--- src/rtl/trng_sampler.sv ---
// trng_sampler: consumer end of the ring-oscillator entropy chain.
// Enables a bank of free-running ROs, synchronises and XOR-combines their
// outputs, samples at a programmable rate, applies von Neumann debiasing and
// packs the bits into WORD_W-bit words presented over a valid/ready handshake.
// Optional feature macro: TRNG_HEALTH_EN (repetition-count health test on raw).
module trng_sampler #(
  parameter int unsigned NUM_RO     = 4,
  parameter int unsigned WORD_W     = 32,
  parameter int unsigned DIV_W      = 8,
  parameter int unsigned WARMUP_CYC = 16,
  parameter int unsigned RCT_LIMIT  = 32
) (
  input  logic              clk,
  input  logic              rst_n,
  input  logic              en,
  input  logic [DIV_W-1:0]  div,
  input  logic [NUM_RO-1:0] ro_in,
  output logic [NUM_RO-1:0] ro_en,
  output logic [WORD_W-1:0] data,
  output logic              valid,
  input  logic              ready,
  output logic              health_fail
);

  localparam int unsigned WU_W = $clog2(WARMUP_CYC + 1);
  localparam int unsigned BC_W = $clog2(WORD_W + 1);

  typedef enum logic [1:0] {
    IDLE,
    WARMUP,
    COLLECT,
    FULL
  } state_t;

  state_t state, state_nxt;

  logic [NUM_RO-1:0] sync1, sync2;
  logic              raw;
  logic [DIV_W-1:0]  div_cnt;
  logic [WU_W-1:0]   warm_cnt;
  logic [BC_W-1:0]   bit_cnt;
  logic              pair_have, pair_a;
  logic [WORD_W-1:0] shreg, shreg_nxt;
  logic              tick, emit, word_done, warm_done, accept;
  logic              block;

  assign raw = ^sync2;

  // State register
  always_ff @(posedge clk) begin
    if (!rst_n) state <= IDLE;
    else        state <= state_nxt;
  end

  // Next-state logic and the per-cycle strobes the datapath acts on
  always_comb begin
    tick      = (state == COLLECT) && (div_cnt == div);
    emit      = tick && pair_have && (pair_a != raw);
    word_done = emit && (bit_cnt == BC_W'(WORD_W - 1)) && !block;
    warm_done = (state == WARMUP) && (warm_cnt == WU_W'(WARMUP_CYC - 1));
    accept    = (state == FULL) && valid && ready;
    shreg_nxt = (shreg << 1) | WORD_W'(pair_a);
    state_nxt = state;
    if (!en) begin
      state_nxt = IDLE;
    end else begin
      case (state)
        IDLE:    state_nxt = WARMUP;
        WARMUP:  if (warm_done) state_nxt = COLLECT;
        COLLECT: if (word_done) state_nxt = FULL;
        FULL:    if (accept) state_nxt = COLLECT;
        default: state_nxt = IDLE;
      endcase
    end
  end

  // Synchronisers, counters, debias pair, shift register and output word
  always_ff @(posedge clk) begin
    if (!rst_n) begin
      sync1     <= '0;
      sync2     <= '0;
      ro_en     <= '0;
      data      <= '0;
      valid     <= 1'b0;
      div_cnt   <= '0;
      warm_cnt  <= '0;
      bit_cnt   <= '0;
      pair_have <= 1'b0;
      pair_a    <= 1'b0;
      shreg     <= '0;
    end else begin
      sync1 <= ro_in;
      sync2 <= sync1;
      if (!en) begin
        ro_en     <= '0;
        valid     <= 1'b0;
        div_cnt   <= '0;
        warm_cnt  <= '0;
        bit_cnt   <= '0;
        pair_have <= 1'b0;
      end else begin
        case (state)
          IDLE: begin
            ro_en    <= '1;
            warm_cnt <= '0;
          end
          WARMUP: begin
            warm_cnt <= warm_cnt + 1'b1;
            if (warm_done) begin
              div_cnt   <= '0;
              pair_have <= 1'b0;
              bit_cnt   <= '0;
            end
          end
          COLLECT: begin
            div_cnt <= tick ? '0 : div_cnt + 1'b1;
            if (tick) begin
              if (!pair_have) begin
                pair_a    <= raw;
                pair_have <= 1'b1;
              end else begin
                pair_have <= 1'b0;
                if (emit && !block) begin
                  shreg   <= shreg_nxt;
                  bit_cnt <= bit_cnt + 1'b1;
                  if (word_done) begin
                    data  <= shreg_nxt;
                    valid <= 1'b1;
                  end
                end
              end
            end
          end
          FULL: begin
            if (accept) begin
              valid     <= 1'b0;
              bit_cnt   <= '0;
              pair_have <= 1'b0;
              div_cnt   <= '0;
            end
          end
          default: ;
        endcase
      end
    end
  end

`ifdef TRNG_HEALTH_EN
  localparam int unsigned RC_W = $clog2(RCT_LIMIT + 1);

  logic [RC_W-1:0] rct_cnt, rct_nxt;
  logic            rct_last;
  logic            hf;

  // Run length of identical raw samples; a count of 0 means no prior sample
  always_comb begin
    rct_nxt = rct_cnt;
    if (tick) begin
      if ((rct_cnt != '0) && (raw == rct_last))
        rct_nxt = (rct_cnt == RC_W'(RCT_LIMIT)) ? rct_cnt : rct_cnt + 1'b1;
      else
        rct_nxt = RC_W'(1);
    end
    block = hf || (rct_nxt >= RC_W'(RCT_LIMIT));
  end

  // Sticky failure flag, cleared only by reset or a return to IDLE
  always_ff @(posedge clk) begin
    if (!rst_n) begin
      rct_cnt  <= '0;
      rct_last <= 1'b0;
      hf       <= 1'b0;
    end else if (!en || (state == IDLE)) begin
      rct_cnt  <= '0;
      hf       <= 1'b0;
    end else if (tick) begin
      rct_cnt  <= rct_nxt;
      rct_last <= raw;
      if (rct_nxt >= RC_W'(RCT_LIMIT)) hf <= 1'b1;
    end
  end

  assign health_fail = hf;
`else
  assign block       = 1'b0;
  assign health_fail = 1'b0;
`endif

endmodule

--- config.mk ---
export PLATFORM = sky130hd
export DESIGN_NAME = trng_sampler
export DESIGN_NICKNAME = d
export VERILOG_FILES = /design/src/rtl/trng_sampler.sv
export SDC_FILE = /design/constraint.sdc
export NUM_CORES = 1
export LEC_CHECK = 0
export ABC_CLOCK_PERIOD_IN_PS = 6000
export CAP_MARGIN = 20
export CORE_MARGIN = 2
export CORE_UTILIZATION = 55
export CTS_CLUSTER_SIZE = 16
export DETAILED_ROUTE_END_ITERATION = 12
export GPL_TIMING_DRIVEN = 0
export PLACE_DENSITY_LB_ADDON = 0.25
export SYNTH_ARGS = -nofsm -noshare
export SYNTH_HDL_FRONTEND = slang
export SYNTH_SLANG_ARGS = --single-unit
--- constraint.sdc ---
create_clock -name clk -period 6 [get_ports clk]
set_clock_uncertainty 0.15 [all_clocks]
set_input_delay 1.2 -clock clk [delete_from_list [all_inputs] [get_ports clk]]
set_output_delay 1.2 -clock clk [all_outputs]
set_load 0.005 [all_outputs]
==> results of run 1 <==
## per-layer routing
layer  track usage  share of wire  up-vias
met1         0.270           0.48     1338
li1              -              -     1461
met3        0.0336          0.031       14
met5             0              0        -
met4        0.0937          0.025        0
met2         0.301           0.46       60
## worst max path at each step
stage                                   endpoint  cells after the start   start  slack [ps]
after detailed placement  shreg[30]$_SDFFE_PN0P_                      7  div[2]        2420
after global placement    shreg[12]$_SDFFE_PN0P_                      7  div[2]        2490
after floorplan           shreg[10]$_SDFFE_PN0P_                      6  div[2]        3210
final                     shreg[30]$_SDFFE_PN0P_                      7  div[2]        2850
after global routing       shreg[0]$_SDFFE_PN0P_                      7  div[2]        2700
after CTS                 shreg[30]$_SDFFE_PN0P_                      7  div[2]        2820
## area by class of cell
cell class | count | area, um^2 | area share
sequential | 96 | 1920 | 0.401
multi-input combinational | 265 | 1890 | 0.395
timing repair buffer | 52 | 520 | 0.109
clock buffer | 10 | 138 | 0.0287
buffer | 24 | 120 | 0.0251
tap | 96 | 120 | 0.0251
clock inverter | 6 | 71.3 | 0.0149
inverter | 3 | 11.3 | 0.00235
## placed cells by master, fill, tap and decap left out, types with 3 or more instances in the layout
master           instances
a21oi_1                 13
clkbuf_1                13
ha_1                     4
mux2i_1                 63
inv_1                    3
clkdlybuf4s50_1         52
nand4_1                  5
clkbuf_8                10
buf_2                    3
or4_1                    4
and3_1                   4
buf_4                    7
dfxtp_1                 96
nand2_1                 50
xor2_1                  14
nor2b_1                 35
a31oi_1                  3
inv_6                    3
nand3_1                  7
o311ai_0                 3
nor2_1                  17
and2_1                   8
## sequential cells by signal, indices dropped and copies added, names as in the netlist
register,flops
bit_cnt,6
sync1,4
warm_cnt,5
ro_en,1
pair_have,1
data,32
pair_a,1
state,2
sync2,4
valid,1
shreg,31
div_cnt,8
## cells in the mapped netlist (4+ instances only)
cell type	number	area, um^2
nor2_1	17	63.8
dfxtp_1	96	1920
and3_1	4	25.0
mux2i_1	63	631
xor2_1	14	123
ha_1	4	50.1
clkbuf_1	13	48.8
nand2_1	50	188
nand3_1	7	35.0
nand4_1	5	31.3
a21oi_1	13	65.1
buf_4	7	52.6
and2_1	8	50.1
nor2b_1	35	219
or4_1	4	30.0
## logic make-up (layout without fill, tap and decap cells)
family                     after synthesis  in the layout
and+or+nand+nor                        146            146
buffers and inverters                   27             95
AOI/OAI and AO/OA                       31             31
DFF                                     96             96
adders and majority gates                4              4
other                                    1              1
xor gates and xnor gates                18             18
muxes                                   65             65
## per-stage QoR
step / cell area [um^2] / utilization / hold slack [ps] / total power [mW] / std cells
3_5_place_dp: 4590 / 0.668 / 271 / 0.704 / 536
4_1_cts: 4790 / 0.698 / 292 / 1.14 / 552
5_1_grt: 4790 / 0.698 / 304 / 1.17 / 552
6_report: 4790 / 0.698 / 291 / 1.13 / 552
3_3_place_gp: 4590 / 0.668 / 264 / 0.702 / 536
2_1_floorplan: 3950 / - / 262 / 0.683 / 388
## power by group through the flow
| stage | registers, mW | clock network (mW) | logic, mW |
|---|---|---|---|
| finish | 0.642 | 0.439 | 0.0467 |
| global route | 0.642 | 0.476 | 0.0515 |
| detailed placement | 0.657 | 0 | 0.0468 |
| global placement | 0.657 | 0 | 0.0457 |
| CTS | 0.642 | 0.453 | 0.0471 |
| floorplan | 0.656 | 0 | 0.0270 |
==> impl_metrics.py, run 1 <==
metrics = {
    "drt": {
        "wl_per_cell_um": 12.9,
        "postRouteAntennaNets": 0,
        "drtIter0Drc": 119,
        "firstDrtPassIters": 4,
        "num_vias": 2873,
        "avgViaCountPerCell": 5.20,
        "drc": 0,
        "routed_wl_um": 7100,
    },
    "synth": {
        "synth_fa_ha_area_frac": 0.0127,
        "netlist_area_um2": 3950,
        "synthMuxAreaShare": 0.166,
        "ys.flop_type": "dfxtp_1",
        "synth-seq-area-share": 0.487,
        "synth_compound_area_frac": 0.0514,
        "synth_edf_count": 0,
        "synthSimpleGateAreaFrac": 0.204,
        "synth-async-reset-ratio": 0,
        "synthCells": 388,
        "synth_fp_nets": 408,
        "syn_avg_cell_area_um2": 10.2,
        "synth-seq-cells": 96,
        "synth_top_family_by_area": "simple AND/OR/NAND/NOR gates",
        "synth_warnings": 0,
        "synth_xor_area_frac": 0.0454,
        "synth_cell_type_count": 45,
    },
    "worst_setup_path": {
        "crit_buf_inv": 2,
        "cp_top_family": "simple AND/OR/NAND/NOR gates",
        "cp_slowest_cell": "nor4_4",
        "worstPathArrival_ps": 3300,
        "reg2regPathDepth": 8,
        "reg2reg_from": "warm_cnt[0]$_SDFFE_PN0P_",
        "worst-path-max-fanout": 10,
        "path_class": "in -> reg",
        "r2r_slack_ps": 3560,
        "cp_cell_sequence": "clkdlybuf4s50_1 -> xor2_1 -> nor4_4 -> nand4b_4 -> nor2_1 -> buf_4 -> mux2i_1",
        "start_kind": "input port",
        "end_kind": "register",
        "crit_required_ps": 6150,
        "r2r_end": "bit_cnt[3]$_SDFFE_PN0P_",
        "slowest_delay_ps": 440,
    },
    "cts": {
        "cts.path.max_buffers": 2,
        "cts-buffers-inserted": 9,
        "holdBufCountCts": 0,
        "cts.sinks": 96,
        "cts_htree_levels": 3,
        "insertion_delay_ps": 360,
        "cts.clk_slew.worst_paths_ps": 100,
        "post_cts_resized": 0,
        "root_buffer": "clkbuf_8",
        "cts_tree": "done",
        "postCtsSetupRepairBufs": 0,
    },
    "global_routing": {
        "grt_util_all_layers": 0.196,
        "first_global_vias": 2620,
        "grt_pass1_wl_um": 12100,
        "grt_overflow": 0,
        "grt_max_degree": 18,
        "antenna_found_initial": 0,
    },
    "finish": {
        "nets": 471,
        "syn2layout_area_growth_pct": 21.5,
        "nFillCells": 556,
        "n_antenna_cell": 0,
        "drive_gt1_frac": 0.0724,
    },
    "sta": {
        "fin_ws_ps": 2850,
        "hold_violations": 0,
        "fin_crit_sh": 0.525,
        "rsz0062_at_grt": "no",
        "tightest_slew_ps": 526,
        "fmax_ghz": 0.318,
        "finalMaxSlewViolations": 0,
        "finalSetupViolations": 0,
        "tns_ps": 0,
        "slew_headroom": 0.649,
        "finalCriticalPeriod_ps": 3150,
    },
    "power": {
        "ir_drop_uv": 182,
        "combPwrFrac": 0.041,
        "p_int_mw": 0.874,
        "seq_power_share": 0.569,
        "p_sw_mw": 0.254,
        "clkPwrFrac": 0.389,
        "swShare": 0.225,
        "p_per_area_nw_per_um2": 235,
        "p_leak_nw": 1.90,
    },
    "status": {
        "status": "finished clean",
    },
    "die": {
        "core_um2": 6870,
        "start_util": 0.574,
        "die_y_um": 88.7,
        "rows": 30,
        "die_w_um": 88.7,
        "io_pins": 54,
        "fp.dieArea_um2": 7870,
    },
    "hold_path": {
        "hold_depth": 1,
        "worstHoldStart": "sync1[0]$_SDFF_PN0_",
        "min_path_type": "reg -> reg",
        "whs_endpoint": "sync2[0]$_SDFF_PN0_",
    },
    "placement": {
        "io_buffers": 52,
        "globalplace.congestion": 0.842,
        "dpl.hpwl_um": 5090,
        "dpl_worst_slack_ps": 2420,
    },
    "flow_run": {
        "maxCapViolations": 0,
    },
}
No activity file was read; power rests on OpenSTA's default activity.
==> inputs of run 2 (changes only) <==
--- a/config.mk
+++ b/config.mk
@@ -5,10 +5,10 @@
 export SDC_FILE = /design/constraint.sdc
 export NUM_CORES = 1
 export LEC_CHECK = 0
-export ABC_CLOCK_PERIOD_IN_PS = 6000
+export ABC_CLOCK_PERIOD_IN_PS = 3150
 export CAP_MARGIN = 20
 export CORE_MARGIN = 2
-export CORE_UTILIZATION = 55
+export CORE_UTILIZATION = 54
 export CTS_CLUSTER_SIZE = 16
 export DETAILED_ROUTE_END_ITERATION = 12
 export GPL_TIMING_DRIVEN = 0
==> constraint.sdc (replaced) <==
create_clock -name clk -period 3.15 [get_ports clk]
set_clock_uncertainty 0.15 [all_clocks]
set_input_delay 0.63 -clock clk [delete_from_list [all_inputs] [get_ports clk]]
set_output_delay 0.63 -clock clk [all_outputs]
set_load 0.005 [all_outputs]
==> run 2 against run 1 <==
Effect of this change:
- die area increased by 1.8%
- wire length unchanged
- cell area decreased by 0.42%
- via count decreased by 1.0%
- sequential cell count unchanged
- clock power increased by 72%
- sequential share of layout area increased by 0.17 points
- largest power group unchanged
==> impl_metrics.py, run 2 (same netlist as run 1, synthesis figures left out) <==
metrics = {
    "status": {
        "status": "finished clean",
    },
    "worst_setup_path": {
        "reg2regPathDepth": 9,
        "critPathLaunch": "div[2]",
        "worst-path-max-fanout": 10,
        "start_kind": "input port",
        "end_kind": "register",
        "worstPathArrival_ps": 2730,
        "crit_required_ps": 3290,
        "reg2reg_from": "warm_cnt[0]$_SDFFE_PN0P_",
        "path_class": "in -> reg",
    },
    "finish": {
        "multi_input_area_um2": 1890,
        "final_common_cell": "dfxtp_1",
        "largest_reg_flops": 32,
        "syn2layout_area_growth_pct": 21.0,
        "top_regs": "data (32), shreg (31), div_cnt (8)",
        "nets": 471,
        "design_area_um2": 4770,
        "top_register": "data",
        "drive_gt1_frac": 0.0724,
        "final_cell_mix": "dfxtp_1, mux2i_1, clkdlybuf4s50_1",
        "seq_area_um2": 1920,
        "n_antenna_cell": 0,
        "nFillCells": 565,
        "fin_util": 0.665,
    },
    "cts": {
        "post_cts_resized": 0,
        "cts_htree_levels": 3,
        "cts-buffers-inserted": 9,
        "holdBufCountCts": 0,
        "insertion_delay_ps": 360,
        "cts.clk_slew.worst_paths_ps": 100,
        "root_buffer": "clkbuf_8",
        "postCtsSetupRepairBufs": 0,
        "cts_tree": "done",
        "cts.path.max_buffers": 2,
        "cts.sinks": 96,
    },
    "power": {
        "ir_drop_uv": 256,
        "combPwrFrac": 0.043,
        "seq_power_share": 0.591,
        "p_leak_nw": 1.90,
        "p_int_mw": 1.57,
        "p_per_area_nw_per_um2": 433,
        "swShare": 0.241,
        "p_total_mw": 2.07,
        "p_sw_mw": 0.498,
        "clkPwrFrac": 0.366,
    },
    "drt": {
        "num_vias": 2843,
        "drtIter0Drc": 88,
        "avgViaCountPerCell": 5.12,
        "drc": 0,
        "firstDrtPassIters": 4,
        "wl_per_cell_um": 12.8,
        "postRouteAntennaNets": 0,
        "routed_wl_um": 7100,
    },
    "sta": {
        "slew_headroom": 0.658,
        "hold_violations": 0,
        "finalMaxSlewViolations": 0,
        "fin_ws_ps": 562,
        "finalCriticalPeriod_ps": 2590,
        "fmax_ghz": 0.386,
        "finalSetupViolations": 0,
        "fin_crit_sh": 0.822,
        "rsz0062_at_grt": "no",
        "tns_ps": 0,
        "tightest_slew_ps": 511,
    },
    "flow_run": {
        "maxCapViolations": 0,
    },
    "global_routing": {
        "antenna_found_initial": 0,
        "first_global_vias": 2690,
        "grt_pass1_wl_um": 11700,
        "grt_max_degree": 19,
        "grt_overflow": 0,
        "grt_util_all_layers": 0.186,
    },
    "die": {
        "start_util": 0.550,
        "core_um2": 7180,
        "rows": 31,
        "die_w_um": 89.5,
        "io_pins": 54,
        "fp.dieArea_um2": 8000,
        "die_y_um": 89.5,
    },
    "placement": {
        "globalplace.congestion": 0.802,
        "dpl_worst_slack_ps": 170,
        "dpl.hpwl_um": 5030,
        "placed_cell_area_um2": 4590,
        "io_buffers": 52,
    },
    "hold_path": {
        "hold_depth": 1,
        "min_path_type": "reg -> reg",
        "worstHoldStart": "sync1[2]$_SDFF_PN0_",
    },
}
-- run 2: cell count changes in the layout (fill, tap and decap cells not counted) --
cell and delta:
inv_6 -1, bufinv_16 -1, clkinvlp_4 -1, clkinv_4 +1, inv_8 +2, clkinv_2 +1
clkbuf_8 -1
-- run 2: path summary, 6_finish.rpt --
path,end,slack (ps)
worst min-delay path,sync2[2]$_SDFF_PN0_,290
worst min register to register,sync2[2]$_SDFF_PN0_,290
worst max-delay path,shreg[11]$_SDFFE_PN0P_,560
worst max register to register,bit_cnt[2]$_SDFFE_PN0P_,750
-- run 2: power by group through the flow --
stage | combinational (mW) | clock, mW | sequential (mW)
6_report | 0.0887 | 0.757 | 1.22
5_1_grt | 0.0968 | 0.815 | 1.22
4_1_cts | 0.0892 | 0.769 | 1.22
3_5_place_dp | 0.0887 | 0 | 1.25
3_3_place_gp | 0.0875 | 0 | 1.25
2_1_floorplan | 0.0514 | 0 | 1.25
-- run 2: metal layers --
| layer | track usage | vias to the layer above | wire length [um] |
|---|---|---|---|
| li1 | - | 1453 | - |
| met1 | 0.244 | 1317 | 3460 |
| met2 | 0.298 | 58 | 3260 |
| met3 | 0.0369 | 15 | 226 |
| met4 | 0.0828 | 0 | 161 |
| met5 | 0 | - | 0 |
-- run 2: final cells by class --
type                    instances  share of cell area
multi-input cells             265               0.396
clock inverters                 7              0.0128
repair buffers                 52               0.109
inverters                       3             0.00236
well taps                      99              0.0259
flip-flops and latches         96               0.403
clock buffers                   9              0.0259
plain buffers                  24              0.0252
-- run 2: critical path, stage by stage --
cell and delay, ps:
clkdlybuf4s50_1 420, xor2_1 170, nor4_4 440, nand4b_4 240, nor2_1 320, buf_4 280, mux2i_1 210
-- run 2: per-stage QoR --
| stage | cells | hold slack [ps] |
|---|---|---|
| floorplan | 388 | 262 |
| global placement | 539 | 267 |
| detailed placement | 539 | 268 |
| CTS | 555 | 289 |
| global route | 555 | 304 |
| finish | 555 | 289 |
==> inputs of run 3 (changes only) <==
--- a/config.mk
+++ b/config.mk
@@ -5,10 +5,10 @@
 export SDC_FILE = /design/constraint.sdc
 export NUM_CORES = 1
 export LEC_CHECK = 0
-export ABC_CLOCK_PERIOD_IN_PS = 3150
+export ABC_CLOCK_PERIOD_IN_PS = 2220
 export CAP_MARGIN = 20
 export CORE_MARGIN = 2
-export CORE_UTILIZATION = 54
+export CORE_UTILIZATION = 49
 export CTS_CLUSTER_SIZE = 16
 export DETAILED_ROUTE_END_ITERATION = 12
 export GPL_TIMING_DRIVEN = 0
==> constraint.sdc (replaced) <==
create_clock -name clk -period 2.22 [get_ports clk]
set_clock_uncertainty 0.15 [all_clocks]
set_input_delay 0.444 -clock clk [delete_from_list [all_inputs] [get_ports clk]]
set_output_delay 0.444 -clock clk [all_outputs]
set_load 0.005 [all_outputs]
==> run 3 against run 2 <==
Effect of this change:
- via count increased by 2.8%
- clock power is 44% higher
- critical path depth grew 1
- wire length is 6.1% higher
- sequential share of layout area decreased by 1.5 points
- register-to-register slack got worse by 670 ps
- critical path type unchanged
- largest power group unchanged
==> impl_metrics.py, run 3 (same netlist as run 1, synthesis figures left out) <==
metrics = {
    "die": {
        "io_pins": 54,
        "die_y_um": 93.7,
        "rows": 32,
        "core_um2": 7770,
        "die_w_um": 93.7,
        "fp.dieArea_um2": 8780,
        "start_util": 0.508,
    },
    "drt": {
        "wl_met2_um": 3440,
        "avgViaCountPerCell": 5.12,
        "top_layer_used": "met4",
        "drc": 0,
        "num_vias": 2924,
        "postRouteAntennaNets": 0,
        "drtIter0Drc": 137,
        "wl_met3_um": 314,
        "wl_per_cell_um": 13.2,
        "routed_wl_um": 7530,
        "firstDrtPassIters": 5,
        "met1Wirelength_um": 3580,
    },
    "sta": {
        "fmax_ghz": 0.458,
        "finalSetupViolations": 0,
        "fin_crit_sh": 0.984,
        "slew_headroom": 0.667,
        "worst_hold_slack_ps": 291,
        "tns_ps": 0,
        "rsz0062_at_grt": "yes",
        "hold_violations": 0,
        "finalCriticalPeriod_ps": 2180,
        "tightest_slew_ps": 498,
        "finalMaxSlewViolations": 0,
    },
    "power": {
        "p_total_mw": 2.96,
        "p_per_area_nw_per_um2": 595,
        "p_leak_nw": 1.97,
        "ir_drop_uv": 289,
    },
    "finish": {
        "top_regs": "data (32), shreg (31), div_cnt (8)",
        "multi_input_area_um2": 1960,
        "largest_reg_flops": 32,
        "final_common_cell": "dfxtp_1",
        "final_cell_mix": "dfxtp_1, mux2i_1, clkdlybuf4s50_1",
        "drive_gt1_frac": 0.126,
        "n_antenna_cell": 0,
        "seq_area_um2": 1920,
        "nFillCells": 653,
        "design_area_um2": 4970,
        "syn2layout_area_growth_pct": 26.0,
        "top_register": "data",
        "nets": 484,
    },
    "cts": {
        "cts_tree": "done",
        "cts.sinks": 96,
        "root_buffer": "clkbuf_8",
        "cts_htree_levels": 3,
        "holdBufCountCts": 0,
        "insertion_delay_ps": 360,
        "cts-buffers-inserted": 9,
        "cts.clk_slew.worst_paths_ps": 90,
        "cts.path.max_buffers": 2,
    },
    "worst_setup_path": {
        "cp_slowest_cell": "clkdlybuf4s50_1",
        "cp_cell_sequence": "clkdlybuf4s50_1 -> xor2_1 -> nor4_4 -> buf_4 -> nand4b_4 -> buf_4 -> or3_1 -> a21oi_1",
        "crit_required_ps": 2370,
        "worst-path-max-fanout": 6,
        "slowest_delay_ps": 410,
        "cp_top_family": "buffers and inverters",
        "crit_buf_inv": 3,
        "end_kind": "register",
        "worstPathArrival_ps": 2330,
        "path_class": "in -> reg",
        "path_common_cell": "buf_4",
        "start_kind": "input port",
    },
    "flow_run": {
        "maxCapViolations": 0,
    },
    "placement": {
        "io_buffers": 52,
        "globalplace.congestion": 0.798,
        "dpl.hpwl_um": 5040,
        "placed_cell_area_um2": 4590,
    },
    "hold_path": {
        "min_path_type": "reg -> reg",
    },
    "global_routing": {
        "grt_pass1_wl_um": 12200,
        "grt_max_degree": 18,
        "first_global_vias": 2707,
        "grt_util_all_layers": 0.176,
        "antenna_found_initial": 0,
        "grt_overflow": 0,
    },
    "status": {
        "status": "finished clean",
    },
}
run 3: cell count changes in the layout (fill, tap and decap cells not counted), sizes merged:
cell      before  now
inv            7    6
clkbuf        22   23
buf           11   24
clkinvlp       1    2
clkinv         2    1
run 3: routing by layer:
metal | up-vias | track usage
met5 | - | 0
met4 | 0 | 0.0857
met3 | 14 | 0.0313
met2 | 72 | 0.274
met1 | 1352 | 0.237
li1 | 1486 | -
run 3: final cells by class:
cell class | count | area share
Multi-Input combinational cell | 265 | 0.394
Sequential cell | 96 | 0.387
Timing Repair Buffer | 65 | 0.124
Buffer | 24 | 0.0294
Clock buffer | 10 | 0.0277
Tap cell | 102 | 0.0257
Clock inverter | 6 | 0.0101
Inverter | 3 | 0.00226
run 3: what timing repair did:
action                     4_1_cts  5_1_grt
setup endpoints to repair       71       69
gates cloned                     0        1
pin swaps                        1        6
buffers inserted                 5        7
resized for setup                8       21
run 3: final timing paths:
path	start	end	slack [ps]	cells past startpoint
min reg2reg	sync1[1]$_SDFF_PN0_	sync2[1]$_SDFF_PN0_	290	1
max	div[2]	state[0]$_SDFFE_PN0P_	40	8
max reg2reg	sync2[1]$_SDFF_PN0_	state[0]$_SDFFE_PN0P_	80	6
min	sync1[1]$_SDFF_PN0_	sync2[1]$_SDFF_PN0_	290	1
run 3: through the flow:
step / setup WS, ps / util / instances
after floorplan: 42.8 / - / 388
after global placement: -526 / 0.591 / 542
after detailed placement: -571 / 0.591 / 542
after CTS: -15.7 / 0.624 / 563
after global routing: -36.0 / 0.640 / 571
final: 35.2 / 0.640 / 571
run 3: worst reg2reg max path, delay by kind of cell (launching register included):
| kind | cells | cell delay (ps) |
|---|---|---|
| flip-flops | 1 | 330 |
| AND/OR/NAND/NOR | 2 | 610 |
| AO/OA/AOI/OAI | 1 | 150 |
| XOR/XNOR | 2 | 650 |
| buffers and inverters | 1 | 190 |
run 3: power by group:
group	leakage [nW]	switching [mW]	internal (mW)
clock	0.0899	0.640	0.452
combinational	1.10	0.0604	0.0711
sequential	0.776	0.00477	1.73
